**src/rtl/stream_width_packer_if.sv**
```systemverilog
// stream_width_packer_if
//   Groups the narrow input stream and the packed wide output stream of
//   stream_width_packer into one bundle.
//   Parameters: IN_WIDTH (narrow beat width), RATIO (beats per wide word).
//   Signals:
//     i_valid/i_ready/i_data/i_last   narrow input stream
//     o_valid/o_ready/o_data/o_keep/o_last   packed output stream
//   Modports:
//     master : environment side (drives the input stream, consumes the output)
//     slave  : packer side (consumes the input stream, drives the output)
interface stream_width_packer_if #(
  parameter int IN_WIDTH = 32,
  parameter int RATIO    = 4
);
  logic                      i_valid;
  logic                      i_ready;
  logic [IN_WIDTH-1:0]       i_data;
  logic                      i_last;
  logic                      o_valid;
  logic                      o_ready;
  logic [IN_WIDTH*RATIO-1:0] o_data;
  logic [RATIO-1:0]          o_keep;
  logic                      o_last;

  modport master (
    output i_valid, i_data, i_last, o_ready,
    input  i_ready, o_valid, o_data, o_keep, o_last
  );

  modport slave (
    input  i_valid, i_data, i_last, o_ready,
    output i_ready, o_valid, o_data, o_keep, o_last
  );
endinterface

```
**src/rtl/stream_width_packer.sv**
```systemverilog
// stream_width_packer
//   Valid/ready width upsizer: packs RATIO consecutive IN_WIDTH beats into one
//   IN_WIDTH*RATIO word, first beat in lane 0. A beat with i_last closes the
//   word early; o_keep marks the lanes holding real beats and unused upper
//   lanes are zero. The output word is registered.
//   Ports:
//     clk    rising-edge clock
//     rst_n  asynchronous active-low reset
//     bus    stream_width_packer_if.slave (input stream in, packed stream out)
module stream_width_packer #(
  parameter int IN_WIDTH = 32,
  parameter int RATIO    = 4
) (
  input  logic                  clk,
  input  logic                  rst_n,
  stream_width_packer_if.slave  bus
);
  localparam int OUT_WIDTH = IN_WIDTH * RATIO;
  localparam int ASM_WIDTH = IN_WIDTH * (RATIO - 1);
  localparam int CNT_W     = $clog2(RATIO);

  logic [CNT_W-1:0]     cnt_q, cnt_d;
  logic [ASM_WIDTH-1:0] asm_q, asm_d;
  logic [OUT_WIDTH-1:0] data_q, data_d;
  logic [RATIO-1:0]     keep_q, keep_d;
  logic                 last_q, last_d;
  logic                 valid_q, valid_d;

  logic                 accept;
  logic                 complete;
  logic [OUT_WIDTH-1:0] asm_ext;

  // Held output word stalls every input beat, partial or completing.
  assign bus.i_ready = ~valid_q | bus.o_ready;
  assign accept      = bus.i_valid & bus.i_ready;
  assign complete    = accept & ((cnt_q == CNT_W'(RATIO - 1)) | bus.i_last);

  // Pad the assembly register to full width so every lane index is in range.
  assign asm_ext = {{IN_WIDTH{1'b0}}, asm_q};

  always_comb begin
    cnt_d   = cnt_q;
    asm_d   = asm_q;
    data_d  = data_q;
    keep_d  = keep_q;
    last_d  = last_q;
    valid_d = valid_q;

    if (valid_q && bus.o_ready) begin
      valid_d = 1'b0;
    end

    if (accept) begin
      if (complete) begin
        for (int k = 0; k < RATIO; k++) begin
          if (k < int'(cnt_q)) begin
            data_d[k*IN_WIDTH +: IN_WIDTH] = asm_ext[k*IN_WIDTH +: IN_WIDTH];
          end else if (k == int'(cnt_q)) begin
            data_d[k*IN_WIDTH +: IN_WIDTH] = bus.i_data;
          end else begin
            data_d[k*IN_WIDTH +: IN_WIDTH] = '0;
          end
          keep_d[k] = (k <= int'(cnt_q));
        end
        last_d  = bus.i_last;
        valid_d = 1'b1;
        cnt_d   = '0;
      end else begin
        for (int k = 0; k < RATIO - 1; k++) begin
          if (k == int'(cnt_q)) begin
            asm_d[k*IN_WIDTH +: IN_WIDTH] = bus.i_data;
          end
        end
        cnt_d = cnt_q + CNT_W'(1);
      end
    end
  end

  always_ff @(posedge clk or negedge rst_n) begin
    if (!rst_n) begin
      cnt_q   <= '0;
      keep_q  <= '0;
      last_q  <= 1'b0;
      valid_q <= 1'b0;
    end else begin
      cnt_q   <= cnt_d;
      keep_q  <= keep_d;
      last_q  <= last_d;
      valid_q <= valid_d;
    end
  end

  // Data path carries no reset; its content only matters while o_valid is set.
  always_ff @(posedge clk) begin
    asm_q  <= asm_d;
    data_q <= data_d;
  end

  assign bus.o_valid = valid_q;
  assign bus.o_data  = data_q;
  assign bus.o_keep  = keep_q;
  assign bus.o_last  = last_q;
endmodule

```
**src/flat_wrapper.sv**
```systemverilog
// flat-port wrapper written by rule: the top's interface ports become plain ports
module stream_width_packer_flat 
#(
  parameter int IN_WIDTH = 32,
  parameter int RATIO    = 4
)
  (clk, rst_n, bus_i_valid, bus_i_data, bus_i_last, bus_o_ready, bus_i_ready, bus_o_valid, bus_o_data, bus_o_keep, bus_o_last);
  stream_width_packer_if #(.IN_WIDTH(IN_WIDTH), .RATIO(RATIO)) bus_i ();
  input  logic clk;
  input  logic rst_n;
  input wire logic [$bits(bus_i.i_valid)-1:0] bus_i_valid;
  input wire logic [$bits(bus_i.i_data)-1:0] bus_i_data;
  input wire logic [$bits(bus_i.i_last)-1:0] bus_i_last;
  input wire logic [$bits(bus_i.o_ready)-1:0] bus_o_ready;
  output wire logic [$bits(bus_i.i_ready)-1:0] bus_i_ready;
  output wire logic [$bits(bus_i.o_valid)-1:0] bus_o_valid;
  output wire logic [$bits(bus_i.o_data)-1:0] bus_o_data;
  output wire logic [$bits(bus_i.o_keep)-1:0] bus_o_keep;
  output wire logic [$bits(bus_i.o_last)-1:0] bus_o_last;
  assign bus_i.i_valid = bus_i_valid;
  assign bus_i.i_data = bus_i_data;
  assign bus_i.i_last = bus_i_last;
  assign bus_i.o_ready = bus_o_ready;
  assign bus_i_ready = bus_i.i_ready;
  assign bus_o_valid = bus_i.o_valid;
  assign bus_o_data = bus_i.o_data;
  assign bus_o_keep = bus_i.o_keep;
  assign bus_o_last = bus_i.o_last;
  stream_width_packer #(.IN_WIDTH(IN_WIDTH), .RATIO(RATIO)) u_core (.clk(clk), .rst_n(rst_n), .bus(bus_i));
endmodule
```
**config.mk**
```make
export PLATFORM = sky130hd
export DESIGN_NAME = stream_width_packer_flat
export DESIGN_NICKNAME = d
export VERILOG_FILES = /design/src/rtl/stream_width_packer_if.sv /design/src/rtl/stream_width_packer.sv /design/src/flat_wrapper.sv
export SDC_FILE = /design/constraint.sdc
export NUM_CORES = 1
export LEC_CHECK = 0
export ABC_CLOCK_PERIOD_IN_PS = 10700
export CAP_MARGIN = 0
export CELL_PAD_IN_SITES_DETAIL_PLACEMENT = 1
export CELL_PAD_IN_SITES_GLOBAL_PLACEMENT = 2
export CORE_UTILIZATION = 39
export CTS_CLUSTER_SIZE = 40
export DETAILED_ROUTE_END_ITERATION = 8
export PLACE_DENSITY_LB_ADDON = 0.1
export SLEW_MARGIN = 10
export SYNTH_ARGS = -nofsm -noshare
export SYNTH_HDL_FRONTEND = slang
export SYNTH_SLANG_ARGS = --single-unit
```
**constraint.sdc**
```tcl
create_clock -name clk -period 10.7 [get_ports clk]
set_input_delay 2.14 -clock clk [delete_from_list [all_inputs] [get_ports clk]]
set_output_delay 2.14 -clock clk [all_outputs]
set_load 0.02 [all_outputs]
```
=== After elaboration in Yosys (flattened, before gate mapping) ===
Cells that the tools add are included.
Widths: inputs -> output; s select.

* Reduce and logical (&&, ||, !) cells: 6
* Multiplexer cells: 10
* Order comparisons: 6
* $add $sub $neg: 1
* Bitwise logic cells: 6
* Equal/unequal tests: 4

{| class="wikitable"
|+ Operator list
! kind !! count
|-
| $mux 32 || 6
|-
| $reduce_and 3->1 || 3
|-
| $eq 2x2->1 const A || 2
|-
| $le 2x2->1 const A || 2
|-
| $lt 1x2->1 const A || 2
|-
| $mux 1 || 3
|-
| $add 2x1->2 const B || 1
|-
| $and 1x1->1 || 2
|-
| $eq 1x2->1 const A || 1
|-
| $eq 2x2->1 const B || 1
|-
| $le 1x2->1 const A || 1
|-
| $logic_not 2->1 || 1
|-
| $lt 2x2->1 const A || 1
|-
| $mux 2 || 1
|-
| $not 1->1 || 2
|-
| $or 1x1->1 || 2
|-
| $reduce_and 2->1 || 1
|-
| $logic_and 1x1->1 || 1
|}

* Input bits: 37
* Output and inout port bits: 135
* Logic and storage cells: 42
* Register bits after elaboration: 232

=== Longest topological paths before layout ===
Gate-level depths: netlist of the first run.

* Depth in word-level cells: 6
* Mapped depth: 8
* Depth with buffers taken out: 4

=== Least setup slack after synthesis of the first run ===
Ideal clock, no wire load.

* Kind: input to register
* Start point: input bus_o_ready
* End point: register u_core.data_q[0], in the netlist u_core.bus.o_data[0] (enable)
* Stages on the path: 4
* Data required time: 10219 ps
* Library setup time: 481 ps
* Path buffers: 1
* Arrival: 4986 ps
* Setup slack: 5233 ps
* Path through: nand2b_4 > buf_6 > nand3b_4 > inv_1

* Cells in the longest elaborated chain, start to end: 4

{| class="wikitable"
|+ RTL lines
! element !! line !! source
|-
| start: declaration || flat_wrapper.sv:14 || <nowiki>input wire logic [$bits(bus_i.o_ready)-1:0] bus_o_ready;</nowiki>
|-
| $or 1x1->1 * || stream_width_packer.sv:34 || <nowiki>assign bus.i_ready = ~valid_q | bus.o_ready;</nowiki>
|-
| via bus_i_ready || flat_wrapper.sv:15 || <nowiki>output wire logic [$bits(bus_i.i_ready)-1:0] bus_i_ready;</nowiki>
|-
| $and 1x1->1 * || stream_width_packer.sv:35 || <nowiki>assign accept = bus.i_valid & bus.i_ready;</nowiki>
|-
| $and 1x1->1 || stream_width_packer.sv:36 || <nowiki>assign complete = accept & ((cnt_q == CNT_W'(RATIO - 1)) | bus.i_last);</nowiki>
|-
| $reduce_and 2->1 (no source line) * || n/a ||
|-
| end signal: assignment || stream_width_packer.sv:96 || <nowiki>data_q <= data_d;</nowiki>
|-
| end: declaration || stream_width_packer.sv:24 || <nowiki>logic [OUT_WIDTH-1:0] data_q, data_d;</nowiki>
|}

The timed path passes the listed nets; every way through them passes the cells marked *.
A chain may end at the register's enable or synchronous reset.

=== Worst setup path after layout of the first run ===
* Start point: input bus_o_ready
* End point: output bus_i_ready

* Cells in the longest elaborated chain, start to end: 1

{| class="wikitable"
|+ RTL lines
! element !! line
|-
| $or 1x1->1 || stream_width_packer.sv:34
|-
| end: declaration || flat_wrapper.sv:15
|}

Every way passes these cells.

==> flow_metrics.tcl, run 1 <==
set metrics [dict create \
    drt-initial-drc-count 214 \
    diodes 0 \
    area_growth_pct 31.12 \
    fin_skew_ns 0.01469 \
    reg2reg_slack_ns 7.47 \
    synth-seq-cells 232 \
    cts_buffer_depth 3 \
    place.gp.congestion 0.6985 \
    crit_end "bus_i_ready" \
    synth-simple-area-share 0.08967 \
    hpwl_mm 11.24 \
    grt_pass1_vias 5138 \
    p_comb_frac 0.170 \
    final_cell_mix "edfxtp_1 (224), clkdlybuf4s50_1 (171), nand2_1 (130)" \
    busiest_layer "met2" \
    start_util 0.3983 \
    overflow 0 \
    track_usage 0.1732 \
    port_buffers 171 \
    power-per-cell-area_nw_per_um2 203.2 \
    pwr-share-seq 0.485 \
    setup.worst_path.start "bus_o_ready" \
    die_y_um 151.3 \
    cp_data_arrival_time_ns 3.39 \
    synth-edff-count 224 \
    cts_buffers 25 \
    maxCapViolCount 0 \
    rr_endpoint "u_core.asm_q[11]" \
    synth_top_area_cell "edfxtp_1" \
    ant_nets 0 \
    fmax_ghz 0.1810 \
    viasPerCell 4.895 \
    synthAdderAreaFrac 0.008636 \
    use_met2 0.2863 \
    r2r_cells 4 \
    cts.repair.resized 0 \
    worstSkewPairLatency_ns 0.52 \
    cp-start-kind "primary input" \
    cp.required_ns 8.56 \
    cts.sinks 232 \
    syn-cell-area_um2 8693 \
    p_int_w 0.001711 \
    drive_above_1_share 0.1152 \
    antenna_found_initial 0 \
    finalCritPeriodShare 0.5164 \
    grt_max_degree 73 \
    yosys-top-cells-area "edfxtp_1 (77%), nand2_1 (5.6%), mux2_2 (4.1%)" \
    cts_max_level 1 \
    finalSetupTns_ns 0 \
    ys.flop_type "edfxtp_1" \
    die_area_um2 22890 \
    critical_path_class "in2out" \
    synth_top_area_frac 0.7737 \
    synth_seq_area_share 0.7968 \
    cts_setup_buffers 0 \
    cts-root-buf "clkbuf_16" \
    finalHoldViolCount 0 \
    core_um2 21820 \
    yosys-mux-area-fraction 0.04548 \
    p_sw_w 0.0006057 \
    reg2reg_from "u_core.cnt_q[1]" \
    grt_pass1_wl_mm 29.73 \
    use_met3 0.03614 \
    worstMarginPinSlew_ns 1.074 \
    synthCells 548 \
    final_common_cell "edfxtp_1" \
    rows 54 \
    leakagePower_nw 3.834 \
    synth_top_family_by_area "simple AND/OR/NAND/NOR gates" \
    swShare 0.2615 \
    vias 4983 \
    dp.cells 972 \
    drt_wl_total_mm 19.51 \
    syn_area_per_cell_um2 15.86 \
    synthDistinctLibCells 23 \
    synth_xor_area_frac 0 \
    synth_compound_area_frac 0.04030 \
    final_nets 762 \
    crit_fanout 7 \
    relSlewSlack 0.2838 \
    clk_pin_slew_worst_paths_ns 0.06 \
    fin_crit_ns 5.525 \
    synthesis.nets 591 \
    min_path_type "reg2reg" \
    clock_power_share 0.345 \
    cts_tree "built" \
    yosysWarnings 0 \
    fillers 2115 \
    drcViolationCount 0 \
    run_status "completed" \
    synthArstFlopShare 0.03448 \
    fp.dieW_um 151.3 \
    detail_route.wl_per_cell_um 19.16 \
    setup_viol 0 \
    worstSetupEndpointType "output pin" \
    hold_buffers 0 \
    slew_violations 0 \
    firstDrtPassIters 4 \
    worst_slack_ns 5.175 \
    final_cell_count_no_fill 1018 \
    pre_cts_ws_ns 5.172 \
    met1_usage 0.2310 \
    irDropWorstVdd_mv 0.1011 \
    rsz0062_at_grt "false" \
    pin_count 172 \
]
logic make-up (layout without fill, tap and decap cells):
kind of cell    Yosys count  after routing
fa+ha+maj                 6              6
compound gates           67             67
simple gates            173            173
buf+inv                  35            225
flops                   232            232
mux                      35             35
through the flow:
step	util	hold WS [ns]	total power, W	area, um^2
after global placement	0.4877	0.4604	0.001528	10640
after CTS	0.5218	0.4896	0.002345	11390
final	0.5223	0.4834	0.002317	11400
after floorplan	-	0.4963	0.001363	8693
after detailed placement	0.4877	0.4680	0.001542	10640
after global routing	0.5223	0.5095	0.002410	11400
power groups by stage:
| stage | combinational, W | clock [W] | sequential (W) |
|---|---|---|---|
| detailed placement | 0.000401 | 0 | 0.00114 |
| global placement | 0.000390 | 0 | 0.00114 |
| floorplan | 0.000162 | 0 | 0.00120 |
| finish | 0.000395 | 0.000799 | 0.00112 |
| CTS | 0.000403 | 0.000818 | 0.00112 |
| global route | 0.000431 | 0.000849 | 0.00113 |
how the worst min path moves through the flow:
stage                                     from                     to  slack (ns)  cells past startpoint
after global routing      u_core.bus.o_keep[0]   u_core.bus.o_keep[0]        0.51                      1
after detailed placement  u_core.bus.o_keep[0]   u_core.bus.o_keep[0]        0.47                      1
final                     u_core.bus.o_keep[0]   u_core.bus.o_keep[0]        0.48                      1
after global placement    u_core.bus.o_keep[0]   u_core.bus.o_keep[0]        0.46                      1
after floorplan               u_core.asm_q[94]  u_core.bus.o_data[94]        0.50                      2
after CTS                 u_core.bus.o_keep[0]   u_core.bus.o_keep[0]        0.49                      1
worst max-delay path, cell delays in order:
cell             delay (ns)
clkdlybuf4s50_1        0.46
nand2b_4               0.17
clkdlybuf4s50_1        0.62
per-layer routing:
| metal | wire length, um | vias to the layer above |
|---|---|---|
| met2 | 9490 | 136 |
| met3 | 1063 | 28 |
| met4 | 310 | 0 |
| met5 | 0 | - |
| li1 | - | 2314 |
| met1 | 8644 | 2505 |
registers in the layout (all words and copies together), names as in the netlist:
signal              flops
u_core.bus.o_data     128
u_core.asm_q           96
u_core.bus.o_keep       4
u_core.cnt_q            2
u_core.bus.o_last       1
u_core.bus.o_valid      1
cell usage after synthesis (all sizes together) (2+ instances only):
cell type	instances
inv	5
dfrtp	8
a21bo	2
o21ai	64
nand2b	2
buf	19
edfxtp	224
and2	35
nand2	130
ha	6
clkbuf	11
mux2	33
mux2i	2
nor2	2
nand3	2
cell type report:
| type | instances | area (um^2) | share of cell area |
|---|---|---|---|
| well taps | 280 | 350.3 | 0.03074 |
| clock inverters | 14 | 92.59 | 0.008123 |
| flip-flops and latches | 232 | 6928 | 0.6078 |
| multi-input cells | 281 | 1620 | 0.1422 |
| clock buffers | 32 | 651.9 | 0.05719 |
| inverters | 5 | 21.27 | 0.001866 |
| repair buffers | 174 | 1734 | 0.1521 |
No activity file was read; power rests on OpenSTA's default activity.
==> inputs of run 2 (changes only) <==
--- a/config.mk
+++ b/config.mk
@@ -5,11 +5,11 @@
 export SDC_FILE = /design/constraint.sdc
 export NUM_CORES = 1
 export LEC_CHECK = 0
-export ABC_CLOCK_PERIOD_IN_PS = 10700
+export ABC_CLOCK_PERIOD_IN_PS = 5100
 export CAP_MARGIN = 0
 export CELL_PAD_IN_SITES_DETAIL_PLACEMENT = 1
 export CELL_PAD_IN_SITES_GLOBAL_PLACEMENT = 2
-export CORE_UTILIZATION = 39
+export CORE_UTILIZATION = 36
 export CTS_CLUSTER_SIZE = 40
 export DETAILED_ROUTE_END_ITERATION = 8
 export PLACE_DENSITY_LB_ADDON = 0.1
==> constraint.sdc (replaced) <==
create_clock -name clk -period 5.1 [get_ports clk]
set_input_delay 1.02 -clock clk [delete_from_list [all_inputs] [get_ports clk]]
set_output_delay 1.02 -clock clk [all_outputs]
set_load 0.02 [all_outputs]
==> run 2 against run 1 <==
Against the previous run:
- sequential power increased by 110%
- global-route usage decreased by 1.5 points
- non-clock buffer count decreased by 1
- via count decreased by 1.3%
- combinational power increased by 96%
- sequential share of layout area decreased by 0.10 points
- clock power increased by 100%
- first-iteration DRC count increased by 25%
- total power increased by 110%
- critical path depth unchanged
- largest cell class unchanged
==> flow_metrics.tcl, run 2 (synthesis gave the netlist of run 1 again) <==
set metrics [dict create \
    final_nets 761 \
    cts.sinks 232 \
    cp-start-kind "primary input" \
    hpwl_mm 11.31 \
    start_util 0.3693 \
    detail_route.wl_per_cell_um 18.19 \
    reg2reg_slack_ns 1.82 \
    min_path_type "reg2reg" \
    regArea_um2 6928 \
    cp.required_ns 4.08 \
    antenna_found_initial 0 \
    area_growth_pct 31.33 \
    report.power.total_w 0.004795 \
    place.gp.congestion 0.6950 \
    maxCapViolCount 0 \
    hold_buffers 0 \
    cts_setup_buffers 0 \
    largest_register_ffs 128 \
    critical_path_class "in2out" \
    diodes 0 \
    setup_viol 0 \
    fp.dieW_um 157.4 \
    irDropWorstVdd_mv 0.2828 \
    drcViolationCount 0 \
    cts.repair.resized 0 \
    die_y_um 157.4 \
    finalCritPeriodShare 0.6459 \
    track_usage 0.1577 \
    finalSetupTns_ns 0 \
    fin_crit_ns 3.294 \
    clk_pin_slew_worst_paths_ns 0.05 \
    cts_tree "built" \
    viasPerCell 4.671 \
    worstMarginPinSlew_ns 1.156 \
    die_area_um2 24770 \
    vias 4919 \
    relSlewSlack 0.2292 \
    overflow 0 \
    firstDrtPassIters 6 \
    drt-initial-drc-count 267 \
    finalHoldViolCount 0 \
    fmax_ghz 0.3036 \
    rows 56 \
    final_common_cell "edfxtp_1" \
    cts_buffers 25 \
    cts_buffer_depth 3 \
    drive_above_1_share 0.1035 \
    fillers 2346 \
    cts_max_level 1 \
    worstSkewPairLatency_ns 0.50 \
    cp_data_arrival_time_ns 2.27 \
    final_cell_mix "edfxtp_1 (224), clkdlybuf4s50_1 (171), nand2_1 (130)" \
    worstSetupEndpointType "output pin" \
    leakagePower_nw 3.808 \
    grt_pass1_wl_mm 29.81 \
    crit_fanout 7 \
    core_um2 23540 \
    power-per-cell-area_nw_per_um2 419.9 \
    drt_wl_total_mm 19.15 \
    grt_pass1_vias 5252 \
    cts-root-buf "clkbuf_16" \
    slew_violations 0 \
    grt_max_degree 129 \
    port_buffers 171 \
    pre_cts_ws_ns 1.732 \
    pin_count 172 \
    run_status "completed" \
    rsz0062_at_grt "false" \
    worst_slack_ns 1.806 \
    fin_skew_ns 0.007631 \
    ant_nets 0 \
    multi_input_area_um2 1610 \
]
-- run 2: cell type report --
type                    count  share of cell area
well taps                 319             0.03496
multi-input cells         281              0.1410
repair buffers            173              0.1523
clock buffers              31             0.05677
flip-flops and latches    232              0.6068
clock inverters            12            0.006247
inverters                   5            0.001863
-- run 2: path summary, 6_finish.rpt --
kind	start	to	cells after the start
max in group asynchronous	rst_n	u_core.cnt_q[1]	1
hold reg to reg	u_core.bus.o_last	u_core.bus.o_last	1
setup reg to reg	u_core.cnt_q[1]	u_core.asm_q[18]	3
hold / removal	u_core.bus.o_last	u_core.bus.o_last	1
min in group asynchronous	rst_n	u_core.bus.o_keep[1]	1
setup / recovery	bus_o_ready	bus_i_ready	3
-- run 2: critical path, stage by stage --
cell             delay [ns]
clkdlybuf4s50_1        0.46
nand2b_4               0.17
clkdlybuf4s50_1        0.63
-- run 2: metal layers --
layer / global-route usage / vias to the layer above / wire, um
met4: 0.04115 / 0 / 256
met5: 0 / - / 0
met3: 0.03194 / 20 / 978
met1: 0.2112 / 2451 / 8659
met2: 0.2613 / 135 / 9255
li1: - / 2313 / -
-- run 2: through the flow --
step	cell area, um^2	hold slack [ns]	instances	utilization
final	11420	0.5014	1053	0.4850
after global routing	11420	0.5299	1053	0.4850
after CTS	11420	0.5065	1053	0.4850
after detailed placement	10700	0.4810	1010	0.4544
after global placement	10700	0.4567	1010	0.4544
after floorplan	8693	0.4963	548	-
-- run 2: power by group --
part | switching (W) | internal, W | total, W
Combinational | 0.000442 | 0.000333 | 0.000775
Clock | 0.000687 | 0.000939 | 0.00163
Sequential | 0.0000903 | 0.00230 | 0.00239
==> inputs of run 3 (changes only) <==
--- a/config.mk
+++ b/config.mk
@@ -5,11 +5,11 @@
 export SDC_FILE = /design/constraint.sdc
 export NUM_CORES = 1
 export LEC_CHECK = 0
-export ABC_CLOCK_PERIOD_IN_PS = 5100
+export ABC_CLOCK_PERIOD_IN_PS = 3000
 export CAP_MARGIN = 0
 export CELL_PAD_IN_SITES_DETAIL_PLACEMENT = 1
 export CELL_PAD_IN_SITES_GLOBAL_PLACEMENT = 2
-export CORE_UTILIZATION = 36
+export CORE_UTILIZATION = 33
 export CTS_CLUSTER_SIZE = 40
 export DETAILED_ROUTE_END_ITERATION = 8
 export PLACE_DENSITY_LB_ADDON = 0.1
==> constraint.sdc (replaced) <==
create_clock -name clk -period 3 [get_ports clk]
set_input_delay 0.6 -clock clk [delete_from_list [all_inputs] [get_ports clk]]
set_output_delay 0.6 -clock clk [all_outputs]
set_load 0.02 [all_outputs]
==> run 3 against run 2 <==
Against the previous run:
- first-iteration DRC count down 7.5%
- wire length up 4.1%
- count of clock-buffer cells in the layout down 1
- clock skew up 0.0023 ns
- critical path depth unchanged
- utilization down 3.6 points
- flip-flop and latch count unchanged
- final area up 2.2%
- sequential power up 69%
- via count up 0.79%
- critical path type unchanged
- critical endpoint unchanged
==> flow_metrics.tcl, run 3 (synthesis gave the netlist of run 1 again) <==
set metrics [dict create \
    cp.required_ns 2.40 \
    start_util 0.3346 \
    path_buf_inv 2 \
    final_cell_mix "edfxtp_1 (224), clkdlybuf4s50_1 (171), nand2_1 (130)" \
    viasPerCell 4.570 \
    p_sw_w 0.002143 \
    rsz0062_at_grt "false" \
    p_int_w 0.006295 \
    largest_register_ffs 128 \
    vias 4958 \
    cts_max_level 1 \
    overflow 0 \
    track_usage 0.1510 \
    min_path_type "in2async" \
    fmax_ghz 0.4035 \
    cpMaxStageDelayCell "clkdlybuf4s50_1" \
    worstSkewPairLatency_ns 0.51 \
    slew_violations 0 \
    critical_path.most_common_cell "clkdlybuf4s50_1" \
    grt_pass1_vias 5177 \
    rows 59 \
    p_comb_frac 0.165 \
    fin_skew_ns 0.009970 \
    hpwl_mm 12.66 \
    power-per-cell-area_nw_per_um2 723.1 \
    report.power.total_w 0.008438 \
    detail_route.wl_per_cell_um 18.37 \
    cts.repair.resized 0 \
    firstDrtPassIters 4 \
    grt_pass1_wl_mm 30.86 \
    crit_fanout 7 \
    pin_count 172 \
    drcViolationCount 0 \
    area_growth_pct 34.23 \
    ant_nets 0 \
    diodes 0 \
    run_status "completed" \
    path_cells "clkdlybuf4s50_1 -> nand2b_4 -> clkdlybuf4s50_1" \
    worstSetupEndpointType "output pin" \
    die_y_um 164.3 \
    cp-start-kind "primary input" \
    setup_viol 0 \
    port_buffers 171 \
    cts.sinks 232 \
    core_um2 25980 \
    irDropWorstVdd_mv 0.4787 \
    cp_data_arrival_time_ns 1.88 \
    die_area_um2 27000 \
    hold_buffers 0 \
    placed_area_um2 10870 \
    grt_max_degree 75 \
    cts_buffer_depth 3 \
    fillers 2618 \
    critPathTopFamily "buffers and inverters" \
    place.gp.congestion 0.7181 \
    worstMarginPinSlew_ns 0.5699 \
    antenna_found_initial 0 \
    drt_wl_total_mm 19.94 \
    drive_above_1_share 0.1307 \
    pwr-share-seq 0.478 \
    swShare 0.2540 \
    drt-initial-drc-count 247 \
    cts_setup_buffers 0 \
    leakagePower_nw 3.926 \
    finalHoldViolCount 0 \
    fp.dieW_um 164.3 \
    final_nets 774 \
    critical_path_class "in2out" \
    final_common_cell "edfxtp_1" \
    dp.cells 1039 \
    critPathMaxStageDelay_ns 0.62 \
    clk_pin_slew_worst_paths_ns 0.06 \
    maxCapViolCount 0 \
    finalCritPeriodShare 0.8260 \
    clock_power_share 0.357 \
    design_area_um2 11670 \
    cts-root-buf "clkbuf_16" \
    cts_tree "built" \
    fin_crit_ns 2.478 \
    final_cell_count_no_fill 1085 \
    relSlewSlack 0.6201 \
    cts_buffers 25 \
]
==> run 3: power by group through the flow <==
stage	clock (W)	sequential, W	combinational [W]
2_1_floorplan	0	0.00428	0.000578
3_3_place_gp	0	0.00410	0.00141
3_5_place_dp	0	0.00410	0.00143
4_1_cts	0.00310	0.00404	0.00144
5_1_grt	0.00322	0.00406	0.00154
6_report	0.00301	0.00403	0.00140
==> run 3: path summary, 6_finish.rpt <==
check	startpoint	end	slack [ns]	cells after the start
worst max-delay path	bus_o_ready	bus_i_ready	0.52	3
worst min-delay path	rst_n	u_core.cnt_q[0]	0.38	1
worst max register to register	u_core.cnt_q[1]	u_core.asm_q[36]	0.77	5
worst min register to register	u_core.bus.o_last	u_core.bus.o_last	0.49	1
max in group asynchronous	rst_n	u_core.cnt_q[1]	2.33	1
min in group clk	u_core.bus.o_last	u_core.bus.o_last	0.49	1
==> run 3: area by class of cell <==
type,count,area [um^2],share of cell area
Sequential cell,232,6928,0.5937
Timing Repair Buffer,186,1887,0.1617
Multi-Input combinational cell,281,1610,0.1380
Clock buffer,30,644.4,0.05522
Tap cell,335,419.2,0.03592
Clock inverter,16,157.7,0.01351
Inverter,5,22.52,0.001930
==> run 3: metal layers <==
layer / track usage / up-vias / wire length (um)
li1: - / 2335 / -
met1: 0.2105 / 2462 / 9187
met2: 0.2424 / 139 / 9360
met3: 0.03030 / 22 / 1099
met4: 0.03409 / 0 / 287
met5: 0 / - / 0
==> run 3: worst reg2reg max path, delay by kind of cell, from the launching register on <==
| kind | cells | cell delay (ns) |
|---|---|---|
| flip-flops | 1 | 0.62 |
| AND/OR/NAND/NOR | 3 | 0.76 |
| buffers and inverters | 1 | 0.23 |
| adder cells (fa/ha/maj) | 1 | 0.32 |
==> run 3: per-stage QoR <==
stage | util | TNS, ns | setup WS (ns) | hold WS (ns)
2_1_floorplan | - | -32.17 | -0.2514 | 0.3044
5_1_grt | 0.4491 | 0 | 0.4776 | 0.3857
3_5_place_dp | 0.4182 | 0 | 0.5170 | 0.4562
6_report | 0.4491 | 0 | 0.5220 | 0.3757
3_3_place_gp | 0.4182 | 0 | 0.5548 | 0.4743
4_1_cts | 0.4491 | 0 | 0.5129 | 0.3686
